`config.mk`:
```
export PLATFORM = sky130hd
export DESIGN_NAME = fpu_vector_sequencer
export DESIGN_NICKNAME = d
export VERILOG_FILES = /design/src/rtl/fpu_ctrl_pkg.sv /design/src/rtl/wait_timer.sv /design/src/rtl/fpu_vector_sequencer.sv
export SDC_FILE = /design/constraint.sdc
export NUM_CORES = 1
export LEC_CHECK = 0
export CORE_ASPECT_RATIO = 1.1
export CORE_MARGIN = 4
export CORE_UTILIZATION = 44
export CTS_CLUSTER_DIAMETER = 80
export DETAILED_ROUTE_END_ITERATION = 7
export PLACE_DENSITY = 0.86
export SETUP_SLACK_MARGIN = 0.02
export SYNTH_ARGS = -nofsm -noshare
export SYNTH_HDL_FRONTEND = slang
export SYNTH_SLANG_ARGS = --single-unit
```
`constraint.sdc`:
```
create_clock -name clk -period 8.9 [get_ports clk]
set_input_delay 2.67 -clock clk [delete_from_list [all_inputs] [get_ports clk]]
set_output_delay 2.67 -clock clk [all_outputs]
set_load 0.05 [all_outputs]
```
`src/rtl/fpu_ctrl_pkg.sv`:
```
// Shared types and constants for the FPU test-vector controllers.
// Holds the sequencer state encoding, the default wait limit and the FP word width.
package fpu_ctrl_pkg;

  localparam int unsigned FpWidth        = 32;
  localparam int unsigned DefaultTimeout = 16;

  // 3-bit encoding leaves spare codes, so a corrupted state can be recovered.
  typedef enum logic [2:0] {
    StIdle  = 3'd0,
    StLoad  = 3'd1,
    StStart = 3'd2,
    StWait  = 3'd3
  } seq_state_e;

endpackage

```
`src/rtl/wait_timer.sv`:
```
// Clearable, saturating wait counter with a terminal flag at Limit-1.
// Shared by FPU controllers that bound how long they wait on a handshake.
module wait_timer #(
  parameter int unsigned Limit = 16
) (
  input  logic clk,
  input  logic reset,
  input  logic clear,
  input  logic enable,
  output logic terminal
);

  localparam int unsigned CntW = (Limit > 1) ? $clog2(Limit) : 1;
  localparam logic [CntW-1:0] LastCnt = CntW'(Limit - 1);

  logic [CntW-1:0] count_q, count_d;

  always_comb begin
    count_d = count_q;
    if (clear) begin
      count_d = '0;
    end else if (enable && (count_q != LastCnt)) begin
      count_d = count_q + CntW'(1);
    end
  end

  always_ff @(posedge clk or posedge reset) begin
    if (reset) begin
      count_q <= '0;
    end else begin
      count_q <= count_d;
    end
  end

  assign terminal = (count_q == LastCnt);

endmodule

```
`src/rtl/fpu_vector_sequencer.sv`:
```
// Steps the FP adder through the vector ROM, one vector per button pulse,
// launching the FPU with a start/done handshake and flagging a silent FPU.
module fpu_vector_sequencer
  import fpu_ctrl_pkg::*;
#(
  parameter int unsigned ADDR_W  = 4,
  parameter int unsigned NUM_VEC = 16,
  parameter int unsigned TIMEOUT = DefaultTimeout
) (
  input  logic               clk,
  input  logic               reset,
  input  logic               step_pulse,
  output logic [ADDR_W-1:0]  rom_addr,
  input  logic [FpWidth-1:0] rom_a,
  input  logic [FpWidth-1:0] rom_b,
  output logic [FpWidth-1:0] fpu_a,
  output logic [FpWidth-1:0] fpu_b,
  output logic               fpu_start,
  input  logic               fpu_done,
  input  logic [FpWidth-1:0] fpu_result,
  output logic [FpWidth-1:0] result,
  output logic               result_valid,
  output logic               timeout_err,
  output logic               busy
);

  localparam logic [ADDR_W-1:0] LastAddr = ADDR_W'(NUM_VEC - 1);

  seq_state_e state_q, state_d;

  logic [ADDR_W-1:0]  rom_addr_q, rom_addr_d;
  logic [FpWidth-1:0] fpu_a_q, fpu_a_d;
  logic [FpWidth-1:0] fpu_b_q, fpu_b_d;
  logic [FpWidth-1:0] result_q, result_d;
  logic               result_valid_q, result_valid_d;
  logic               timeout_err_q, timeout_err_d;

  logic               wait_term;
  logic [ADDR_W-1:0]  next_addr;

  wait_timer #(
    .Limit (TIMEOUT)
  ) u_wait_timer (
    .clk      (clk),
    .reset    (reset),
    .clear    (state_q == StStart),
    .enable   (state_q == StWait),
    .terminal (wait_term)
  );

  assign next_addr = (rom_addr_q == LastAddr) ? '0 : rom_addr_q + ADDR_W'(1);

  // State register
  always_ff @(posedge clk or posedge reset) begin
    if (reset) begin
      state_q <= StIdle;
    end else begin
      state_q <= state_d;
    end
  end

  // Next-state logic; done takes priority over the timeout terminal cycle.
  always_comb begin
    state_d = state_q;
    case (state_q)
      StIdle:  if (step_pulse) state_d = StLoad;
      StLoad:  state_d = StStart;
      StStart: state_d = StWait;
      StWait:  if (fpu_done || wait_term) state_d = StIdle;
      default: state_d = StIdle;
    endcase
  end

  // Outputs decoded from state
  always_comb begin
    fpu_start = (state_q == StStart);
    busy      = (state_q == StLoad) || (state_q == StStart) || (state_q == StWait);
  end

  // Datapath next-state
  always_comb begin
    rom_addr_d     = rom_addr_q;
    fpu_a_d        = fpu_a_q;
    fpu_b_d        = fpu_b_q;
    result_d       = result_q;
    result_valid_d = result_valid_q;
    timeout_err_d  = timeout_err_q;
    case (state_q)
      StIdle, StStart: ;
      StLoad: begin
        fpu_a_d        = rom_a;
        fpu_b_d        = rom_b;
        result_valid_d = 1'b0;
        timeout_err_d  = 1'b0;
      end
      StWait: begin
        if (fpu_done) begin
          result_d       = fpu_result;
          result_valid_d = 1'b1;
          rom_addr_d     = next_addr;
        end else if (wait_term) begin
          timeout_err_d  = 1'b1;
          rom_addr_d     = next_addr;
        end
      end
      default: begin
        // Recovery from a corrupted state keeps the address and last result.
        fpu_a_d        = '0;
        fpu_b_d        = '0;
        result_valid_d = 1'b0;
        timeout_err_d  = 1'b0;
      end
    endcase
  end

  always_ff @(posedge clk or posedge reset) begin
    if (reset) begin
      rom_addr_q     <= '0;
      fpu_a_q        <= '0;
      fpu_b_q        <= '0;
      result_q       <= '0;
      result_valid_q <= 1'b0;
      timeout_err_q  <= 1'b0;
    end else begin
      rom_addr_q     <= rom_addr_d;
      fpu_a_q        <= fpu_a_d;
      fpu_b_q        <= fpu_b_d;
      result_q       <= result_d;
      result_valid_q <= result_valid_d;
      timeout_err_q  <= timeout_err_d;
    end
  end

  assign rom_addr     = rom_addr_q;
  assign fpu_a        = fpu_a_q;
  assign fpu_b        = fpu_b_q;
  assign result       = result_q;
  assign result_valid = result_valid_q;
  assign timeout_err  = timeout_err_q;

endmodule

```
Word level (Yosys, flattened, before mapping)
Index checks and enable logic that the tools add are counted.
- add/sub/neg operators: 2
- eq/ne operators: 11
- multiplexer cells: 15
- bitwise operators: 1
- reduce and logical (&&, ||, !) cells: 14
- operator list (kind ; count):
    32-bit case mux with 2 select lines ; 2
    4-bit 2-to-1 mux ; 5
    3-bit case mux with 4 select lines ; 1
    2-bit != test, second input constant ; 5
    4-bit by 1-bit adder with 4-bit output, second input constant ; 2
    4-bit equality test, second input constant ; 2
    2-bit AND reduction ; 4
    3-bit by 2-bit equality test with 1-bit output, second input constant ; 2
    3-bit 2-to-1 mux ; 2
    4-bit != test, second input constant ; 1
    1-bit case mux with 2 select lines ; 2
    2-bit nonzero test ; 2
    3-bit by 1-bit equality test with 1-bit output, second input constant ; 1
    3-bit logical NOT ; 1
    1-bit logical OR ; 3
    1-bit 2-to-1 mux ; 3
    3-bit AND reduction ; 1
    3-bit OR reduction ; 1
    2-bit OR reduction ; 1
    1-bit logical AND ; 1
    1-bit inverter ; 1
- register bits: 109
- input bits: 100
- output and inout bits: 104
- word-level logic and storage cells: 51

Depth between registers and ports, before layout
Gate-level depths: netlist of the first run.
- depth after elaboration: 4
- depth in mapped cells: 5
- depth with buffers taken out: 5

Modules after synthesis
Synthesis of the first run repeated with hierarchy kept, for this count alone.
- cell total of the unflattened synthesis: 268
- area, all modules: 4259.1 um^2
- modules (own cells, without submodules) (module ; instances ; cells an instance ; area an instance (um^2) ; sequential area each (um^2)):
    fpu_vector_sequencer ; 1 ; 247 ; 4026.4 ; 2602.5
    wait_timer ; 1 ; 21 ; 232.7 ; 100.1

Worst setup path before layout of the first run
Ideal clock, no wire load.
- path kind: flip-flop to output port
- start: reg state_q[0]
- end: out fpu_start
- data arrival time: 1079 ps
- required time: 6230 ps
- path slack: 5151 ps
- cell stages (with the launch flop): 3
- buffers on the path: 0
- cells stage by stage: dfrtp_1 inv_1 ha_1
- word-level cells in the longest chain between the ends: 1
- RTL lines (what ; line ; text):
    start, declared ; fpu_vector_sequencer.sv:29 ; seq_state_e state_q, state_d;
    start signal, assigned ; fpu_vector_sequencer.sv:56 ; state_q <= StIdle;
    start signal, assigned ; fpu_vector_sequencer.sv:58 ; state_q <= state_d;
    3-bit by 2-bit equality test with 1-bit output ; fpu_vector_sequencer.sv:76 ; fpu_start = (state_q == StStart);
    end, declared ; fpu_vector_sequencer.sv:18 ; output logic fpu_start,
Every way passes these cells.

Worst setup path in the final report of the first run
Ends and elaborated chain as after synthesis.

==> results of run 1 <==
## flip-flops by register name, indices dropped and copies added, names as in the netlist
name,cells
fpu_a,32
fpu_b,32
result,32
result_valid,1
rom_addr,4
state_q,2
timeout_err,1
u_wait_timer.count_q,4
## cell usage after synthesis (all sizes together)
cell | number | share of area [%]
a21o | 1 | 0.18
a21oi | 2 | 0.24
a31oi | 3 | 0.45
and3 | 1 | 0.15
buf | 10 | 1.2
clkbuf | 1 | 0.089
dfrtp | 108 | 64
ha | 8 | 2.4
inv | 9 | 0.80
mux2 | 100 | 27
mux2i | 1 | 0.24
nand2 | 1 | 0.089
nand3 | 1 | 0.12
nand3b | 1 | 0.18
nand4b | 1 | 0.21
nor2 | 1 | 0.089
nor3 | 1 | 0.12
o2111ai | 1 | 0.21
o211ai | 1 | 0.18
o21ai | 4 | 0.47
o2bb2ai | 1 | 0.21
o311ai | 2 | 0.42
o32a | 1 | 0.24
o32ai | 1 | 0.21
o41ai | 2 | 0.42
or3 | 1 | 0.15
xnor2 | 1 | 0.21
## through the flow
stage / worst slack [ns] / utilization, % / area, um2 / cells / hold slack [ns]
2_1_floorplan: 3.384 / - / 4217 / 265 / 0.4703
3_3_place_gp: 4.525 / 68.10 / 6369 / 577 / 0.4729
3_5_place_dp: 4.453 / 68.10 / 6369 / 577 / 0.4820
4_1_cts: 4.042 / 69.95 / 6541 / 592 / 0.5043
5_1_grt: 3.945 / 69.95 / 6541 / 592 / 0.5168
6_report: 4.061 / 69.95 / 6541 / 592 / 0.4991
## final timing paths
path                            startpoint    endpoint  slack [ns]  depth (start not counted)
max in group asynchronous            reset   fpu_b[26]        4.98                          3
worst min-delay path            result[28]  result[28]        0.50                          1
min in group asynchronous            reset  result[24]        2.77                          2
worst max register to register  state_q[1]   fpu_a[11]        6.99                          4
worst max-delay path            state_q[0]   fpu_start        4.06                          3
worst min register to register  result[28]  result[28]        0.50                          1
## worst max-delay path, cell delays in order (launching register included)
cell,delay [ns]
sky130_fd_sc_hd__dfrtp_1,0.43
sky130_fd_sc_hd__inv_1,0.16
sky130_fd_sc_hd__ha_1,0.35
sky130_fd_sc_hd__clkdlybuf4s50_1,0.88
## cell families (layout without fill, tap and decap cells)
logic type	Yosys count	count (layout)
AOI/OAI and AO/OA	19	19
buffers and inverters	20	230
xor gates and xnor gates	1	1
DFF	108	108
and+or+nand+nor	8	8
adders and majority gates	8	8
muxes	101	101
## cell type report
| type | count | area, um2 |
|---|---|---|
| repair buffers | 206 | 2054 |
| flip-flops and latches | 108 | 2703 |
| clock inverters | 5 | 45.04 |
| inverters | 9 | 36.28 |
| clock buffers | 10 | 127.6 |
| well taps | 117 | 146.4 |
| fillers | 659 | 2810 |
| multi-input cells | 137 | 1429 |
## per-layer routing
metal	share of wire, %	up-vias	routed length (um)	track usage [%]
met4	1.5	0	153	4.965
met5	0	-	0	0
met3	7.9	11	823	5.853
met1	38	1472	3994	21.40
met2	52	127	5413	32.81
li1	-	1357	-	-
==> impl_results.html, run 1 <==
<table>
<tr><th>Metric</th><th>Value</th></tr>
<tr><th colspan="2">Final layout</th></tr>
<tr><td>Commonest non-fill, non-tap cells in the layout</td><td>sky130_fd_sc_hd__clkdlybuf4s50_1, sky130_fd_sc_hd__dfrtp_1, sky130_fd_sc_hd__mux2_2, sky130_fd_sc_hd__mux2_1, sky130_fd_sc_hd__clkbuf_8</td></tr>
<tr><td>Number of diodes</td><td>0</td></tr>
<tr><td>Most common cell after layout, fill and taps aside</td><td>sky130_fd_sc_hd__clkdlybuf4s50_1</td></tr>
<tr><td>Area growth, synth to finish</td><td>55.13%</td></tr>
<tr><td>Fraction of final layout cells with drive strength greater than 1</td><td>17.68%</td></tr>
<tr><td>Net total in the final layout</td><td>579</td></tr>
<tr><th colspan="2">Setup path</th></tr>
<tr><td>Path type of the worst setup path</td><td>register to output port</td></tr>
<tr><td>Peak fanout along the critical path</td><td>8</td></tr>
<tr><td>CP arrival</td><td>2.17 ns</td></tr>
<tr><td>Kind of start point of the critical path</td><td>register</td></tr>
<tr><td>Required time worst endpoint</td><td>6.23 ns</td></tr>
<tr><td>Nature of the critical path endpoint</td><td>output port</td></tr>
<tr><th colspan="2">Timing</th></tr>
<tr><td>Slew @ Worst Pin</td><td>0.7995 ns</td></tr>
<tr><td>Final TNS setup</td><td>0 ns</td></tr>
<tr><td>Max Slew Vio Count</td><td>0</td></tr>
<tr><td>Min cycle time layout</td><td>4.839 ns</td></tr>
<tr><td>Final number of hold-violating endpoints</td><td>0</td></tr>
<tr><td>RSZ-0062 raised after global routing</td><td>false</td></tr>
<tr><td>Period utilisation layout</td><td>54.38%</td></tr>
<tr><td>Layout Skew</td><td>0.009910 ns</td></tr>
<tr><td>Final setup violation count</td><td>0</td></tr>
<tr><td>Tightest slew margin relative to the limit</td><td>46.70%</td></tr>
<tr><td>Fmax</td><td>0.2066 GHz</td></tr>
<tr><th colspan="2">Synth</th></tr>
<tr><td>Synthesis Warnings</td><td>0</td></tr>
<tr><td>Area share of fa/ha/maj cells after synthesis</td><td>2.374%</td></tr>
<tr><td>Complex-gate fraction of the synthesized area</td><td>3.205%</td></tr>
<tr><td>Synth Cell Area</td><td>4217 um2</td></tr>
<tr><td>Multiplexer area fraction after synthesis</td><td>26.94%</td></tr>
<tr><td>Synth Area in XOR/XNOR</td><td>0.2077%</td></tr>
<tr><td>Number of unique standard cell types used by synthesis</td><td>30</td></tr>
<tr><td>Syn Inst Count</td><td>265</td></tr>
<tr><td>Net count after synthesis</td><td>373</td></tr>
<tr><td>Post-Syn Area per Cell</td><td>15.91 um2</td></tr>
<tr><td>Dominant combinational cell family by area after synthesis</td><td>multiplexers</td></tr>
<tr><td>Share of synthesized area occupied by flip-flops and latches</td><td>64.09%</td></tr>
<tr><td>Post-Synth Simple-Gate Area</td><td>1.098%</td></tr>
<tr><td>Register bit total from synthesis</td><td>108</td></tr>
<tr><th colspan="2">CTS</th></tr>
<tr><td>Number of sinks driven by the clock tree</td><td>108</td></tr>
<tr><td>TritonCTS clock tree</td><td>yes</td></tr>
<tr><td>Num CTS Buffers</td><td>9</td></tr>
<tr><td>Clk pin slew, worst setup/hold paths</td><td>0.10 ns</td></tr>
<tr><td>Number of setup buffers added after CTS</td><td>0</td></tr>
<tr><td>CTS hold repair buffers</td><td>0</td></tr>
<tr><td>Clock Root Buffer</td><td>sky130_fd_sc_hd__clkbuf_8</td></tr>
<tr><td>Resized Gates After CTS</td><td>0</td></tr>
<tr><td>H-tree depth</td><td>3</td></tr>
<tr><td>Worst-Skew Late Latency</td><td>0.36 ns</td></tr>
<tr><td>Max clock buf depth</td><td>2</td></tr>
<tr><th colspan="2">Drt</th></tr>
<tr><td>Post-DR vias/cell</td><td>5.012</td></tr>
<tr><td>Average wire per standard cell</td><td>17.54 um</td></tr>
<tr><td>Total detailed-routing wirelength</td><td>10,380 um</td></tr>
<tr><td>Vias</td><td>2,967</td></tr>
<tr><td>Number of iterations in the first detailed-routing pass</td><td>4</td></tr>
<tr><td>First DRT Iteration DRCs</td><td>62</td></tr>
<tr><td>DR DRC count</td><td>0</td></tr>
<tr><td>Post-detailed-route count of antenna-violating nets</td><td>0</td></tr>
<tr><th colspan="2">Place</th></tr>
<tr><td>Global placer's final weighted congestion</td><td>0.7407</td></tr>
<tr><td>IO Port Bufs</td><td>203</td></tr>
<tr><td>Post-detailed-placement half-perimeter wirelength</td><td>7949 um</td></tr>
<tr><th colspan="2">Floorplan</th></tr>
<tr><td>Vert. Die Dim</td><td>110.7 um</td></tr>
<tr><td>Site row count</td><td>37</td></tr>
<tr><td>Initial Utilization</td><td>45.09%</td></tr>
<tr><td>Number of primary I/O pins</td><td>204</td></tr>
<tr><td>Core box area</td><td>9351 um2</td></tr>
<tr><td>Die X-Extent</td><td>101.3 um</td></tr>
<tr><td>Die area</td><td>11,210 um2</td></tr>
<tr><th colspan="2">GRT</th></tr>
<tr><td>Pin count of the biggest net entering global routing</td><td>65</td></tr>
<tr><td>First-pass GRT wire length</td><td>16,420 um</td></tr>
<tr><td>Number of antenna violations at the first check in global routing</td><td>0</td></tr>
<tr><td>Via count of the first global-routing pass</td><td>3,265</td></tr>
<tr><td>Gr usage total</td><td>18.57%</td></tr>
<tr><td>Grt ovf</td><td>0</td></tr>
<tr><th colspan="2">Job</th></tr>
<tr><td>Max cap viols</td><td>0</td></tr>
<tr><th colspan="2">Min path</th></tr>
<tr><td>Class of the tightest hold or removal check</td><td>register to register</td></tr>
<tr><th colspan="2">Outcome</th></tr>
<tr><td>Result of the run</td><td>finished, final reports clean</td></tr>
</table>
Power of run 1 is left out: the tool's default activity adds up to more than one toggle a clock period on the data nets, which glitch-free logic cannot reach.
==> inputs of run 2 (changes only) <==
--- a/config.mk
+++ b/config.mk
@@ -7,10 +7,10 @@
 export LEC_CHECK = 0
 export CORE_ASPECT_RATIO = 1.1
 export CORE_MARGIN = 4
-export CORE_UTILIZATION = 44
+export CORE_UTILIZATION = 37
 export CTS_CLUSTER_DIAMETER = 80
 export DETAILED_ROUTE_END_ITERATION = 7
-export PLACE_DENSITY = 0.86
+export PLACE_DENSITY = 0.77
 export SETUP_SLACK_MARGIN = 0.02
 export SYNTH_ARGS = -nofsm -noshare
 export SYNTH_HDL_FRONTEND = slang
==> constraint.sdc (replaced) <==
create_clock -name clk -period 4.45 [get_ports clk]
set_input_delay 1.335 -clock clk [delete_from_list [all_inputs] [get_ports clk]]
set_output_delay 1.335 -clock clk [all_outputs]
set_load 0.05 [all_outputs]
==> run 2 against run 1 <==
Flip-flop and latch count unchanged. Clock-buffer cell count up 3. Design area is 2.6% higher. Critical endpoint unchanged.
==> impl_results.html, run 2 (synthesized netlist as in run 1, its figures left out) <==
<table>
<tr><th>Metric</th><th>Value</th></tr>
<tr><th colspan="2">Timing</th></tr>
<tr><td>Layout Skew</td><td>0.006695 ns</td></tr>
<tr><td>Min cycle time layout</td><td>3.432 ns</td></tr>
<tr><td>Tightest slew margin relative to the limit</td><td>37.53%</td></tr>
<tr><td>Final number of hold-violating endpoints</td><td>0</td></tr>
<tr><td>Slew @ Worst Pin</td><td>0.9371 ns</td></tr>
<tr><td>Period utilisation layout</td><td>77.12%</td></tr>
<tr><td>RSZ-0062 raised after global routing</td><td>false</td></tr>
<tr><td>Max Slew Vio Count</td><td>0</td></tr>
<tr><td>Fmax</td><td>0.2914 GHz</td></tr>
<tr><td>Final TNS setup</td><td>0 ns</td></tr>
<tr><td>Final setup violation count</td><td>0</td></tr>
<tr><th colspan="2">Setup path</th></tr>
<tr><td>Cell family with most CP delay</td><td>buffers and inverters</td></tr>
<tr><td>Crit Reg-Reg Endpoint</td><td>fpu_a[19]</td></tr>
<tr><td>Nature of the critical path endpoint</td><td>output port</td></tr>
<tr><td>Maximum cell stage delay along the critical path</td><td>0.86 ns</td></tr>
<tr><td>Peak fanout along the critical path</td><td>8</td></tr>
<tr><td>Path type of the worst setup path</td><td>register to output port</td></tr>
<tr><td>CP arrival</td><td>2.10 ns</td></tr>
<tr><td>Startpoint of the worst-slack reg-to-reg timing path</td><td>state_q[1]</td></tr>
<tr><td>Path depth of the worst reg2reg path</td><td>4</td></tr>
<tr><td>Required time worst endpoint</td><td>3.12 ns</td></tr>
<tr><td>Slack of the worst reg-to-reg path</td><td>2.10 ns</td></tr>
<tr><td>Slowest cell on the critical path</td><td>sky130_fd_sc_hd__clkdlybuf4s50_1</td></tr>
<tr><td>Buf/Inv on CP</td><td>2</td></tr>
<tr><td>Kind of start point of the critical path</td><td>register</td></tr>
<tr><td>Ordered cell list for the critical path</td><td>inv_1, ha_1, clkdlybuf4s50_1</td></tr>
<tr><th colspan="2">Final layout</th></tr>
<tr><td>Combined area of the multi-input logic cells</td><td>1429 um2</td></tr>
<tr><td>Number of diodes</td><td>0</td></tr>
<tr><td>Net total in the final layout</td><td>579</td></tr>
<tr><td>Filler cells</td><td>883</td></tr>
<tr><td>Commonest non-fill, non-tap cells in the layout</td><td>sky130_fd_sc_hd__clkdlybuf4s50_1, sky130_fd_sc_hd__dfrtp_1, sky130_fd_sc_hd__mux2_2, sky130_fd_sc_hd__mux2_1, sky130_fd_sc_hd__clkbuf_16</td></tr>
<tr><td>Area growth, synth to finish</td><td>59.11%</td></tr>
<tr><td>Fraction of final layout cells with drive strength greater than 1</td><td>17.86%</td></tr>
<tr><td>Most common cell after layout, fill and taps aside</td><td>sky130_fd_sc_hd__clkdlybuf4s50_1</td></tr>
<tr><td>Register area</td><td>2703 um2</td></tr>
<tr><th colspan="2">CTS</th></tr>
<tr><td>TritonCTS clock tree</td><td>yes</td></tr>
<tr><td>Clk pin slew, worst setup/hold paths</td><td>0.07 ns</td></tr>
<tr><td>CTS hold repair buffers</td><td>0</td></tr>
<tr><td>Max clock buf depth</td><td>2</td></tr>
<tr><td>Num CTS Buffers</td><td>9</td></tr>
<tr><td>Worst-Skew Late Latency</td><td>0.33 ns</td></tr>
<tr><td>Clock Root Buffer</td><td>sky130_fd_sc_hd__clkbuf_16</td></tr>
<tr><td>Number of setup buffers added after CTS</td><td>0</td></tr>
<tr><td>H-tree depth</td><td>3</td></tr>
<tr><td>Resized Gates After CTS</td><td>0</td></tr>
<tr><td>Number of sinks driven by the clock tree</td><td>108</td></tr>
<tr><th colspan="2">Drt</th></tr>
<tr><td>DR DRC count</td><td>0</td></tr>
<tr><td>Post-DR vias/cell</td><td>4.738</td></tr>
<tr><td>Total detailed-routing wirelength</td><td>10,070 um</td></tr>
<tr><td>First DRT Iteration DRCs</td><td>76</td></tr>
<tr><td>Average wire per standard cell</td><td>16.17 um</td></tr>
<tr><td>Vias</td><td>2,952</td></tr>
<tr><td>Post-detailed-route count of antenna-violating nets</td><td>0</td></tr>
<tr><td>Number of iterations in the first detailed-routing pass</td><td>4</td></tr>
<tr><th colspan="2">Floorplan</th></tr>
<tr><td>Die area</td><td>13,170 um2</td></tr>
<tr><td>Site row count</td><td>40</td></tr>
<tr><td>Die X-Extent</td><td>109.8 um</td></tr>
<tr><td>Core box area</td><td>11,010 um2</td></tr>
<tr><td>Vert. Die Dim</td><td>120.0 um</td></tr>
<tr><td>Number of primary I/O pins</td><td>204</td></tr>
<tr><td>Initial Utilization</td><td>38.30%</td></tr>
<tr><th colspan="2">Min path</th></tr>
<tr><td>Capture endpoint of the worst hold path</td><td>result[25]</td></tr>
<tr><td>Class of the tightest hold or removal check</td><td>register to register</td></tr>
<tr><td>Hold Crit Depth</td><td>1</td></tr>
<tr><td>Launch instance of the worst min-delay path</td><td>result[25]</td></tr>
<tr><th colspan="2">Place</th></tr>
<tr><td>Global placer's final weighted congestion</td><td>0.7388</td></tr>
<tr><td>IO Port Bufs</td><td>203</td></tr>
<tr><td>Post-detailed-placement half-perimeter wirelength</td><td>7568 um</td></tr>
<tr><th colspan="2">GRT</th></tr>
<tr><td>Pin count of the biggest net entering global routing</td><td>56</td></tr>
<tr><td>Grt ovf</td><td>0</td></tr>
<tr><td>First-pass GRT wire length</td><td>16,140 um</td></tr>
<tr><td>Gr usage total</td><td>15.64%</td></tr>
<tr><td>Number of antenna violations at the first check in global routing</td><td>0</td></tr>
<tr><td>Via count of the first global-routing pass</td><td>3,204</td></tr>
<tr><th colspan="2">Job</th></tr>
<tr><td>Max cap viols</td><td>0</td></tr>
<tr><th colspan="2">Outcome</th></tr>
<tr><td>Result of the run</td><td>finished, final reports clean</td></tr>
</table>
[run 2: cell types whose count changed in the layout (fill, tap and decap cells not counted)]
cell	delta
sky130_fd_sc_hd__clkbuf_16	+9
sky130_fd_sc_hd__clkbuf_8	-6
sky130_fd_sc_hd__inv_6	-2
sky130_fd_sc_hd__buf_12	+1
sky130_fd_sc_hd__buf_4	-1
sky130_fd_sc_hd__clkinv_2	+1
sky130_fd_sc_hd__clkinv_4	-1
sky130_fd_sc_hd__clkinvlp_4	+1
sky130_fd_sc_hd__inv_8	-1
[run 2: how the worst max path moves through the flow]
stage,startpoint,endpoint,cells past startpoint
2_1_floorplan,reset,fpu_a[0],1
3_3_place_gp,state_q[0],fpu_start,3
3_5_place_dp,state_q[0],fpu_start,3
4_1_cts,state_q[0],fpu_start,3
5_1_grt,state_q[0],fpu_start,3
6_report,state_q[0],fpu_start,3
[run 2: layer usage]
metal	up-vias	routed length [um]	GRT usage, %
met3	15	1226	6.885
li1	1361	-	-
met5	-	0	0
met2	144	4945	25.57
met4	0	172	6.235
met1	1432	3730	17.71
[run 2: cell type report]
cell class | count | share of cell area (%)
Tap cell | 147 | 2.742
Multi-Input combinational cell | 137 | 21.30
Sequential cell | 108 | 40.28
Clock inverter | 3 | 0.2984
Timing Repair Buffer | 206 | 30.81
Inverter | 9 | 0.5408
Clock buffer | 13 | 4.028
[run 2: stage by stage]
step | hold WS (ns) | utilization, % | setup slack [ns] | instance area [um2] | std cells
after floorplan | 0.4703 | - | 0.2694 | 4217 | 265
after global placement | 0.4725 | 58.30 | 1.424 | 6419 | 607
after detailed placement | 0.4799 | 58.30 | 1.356 | 6419 | 607
after global routing | 0.5084 | 60.93 | 0.9257 | 6709 | 623
final | 0.4902 | 60.93 | 1.018 | 6709 | 623
after CTS | 0.4957 | 60.93 | 0.9946 | 6709 | 623
Power of run 2 is left out for the same reason.
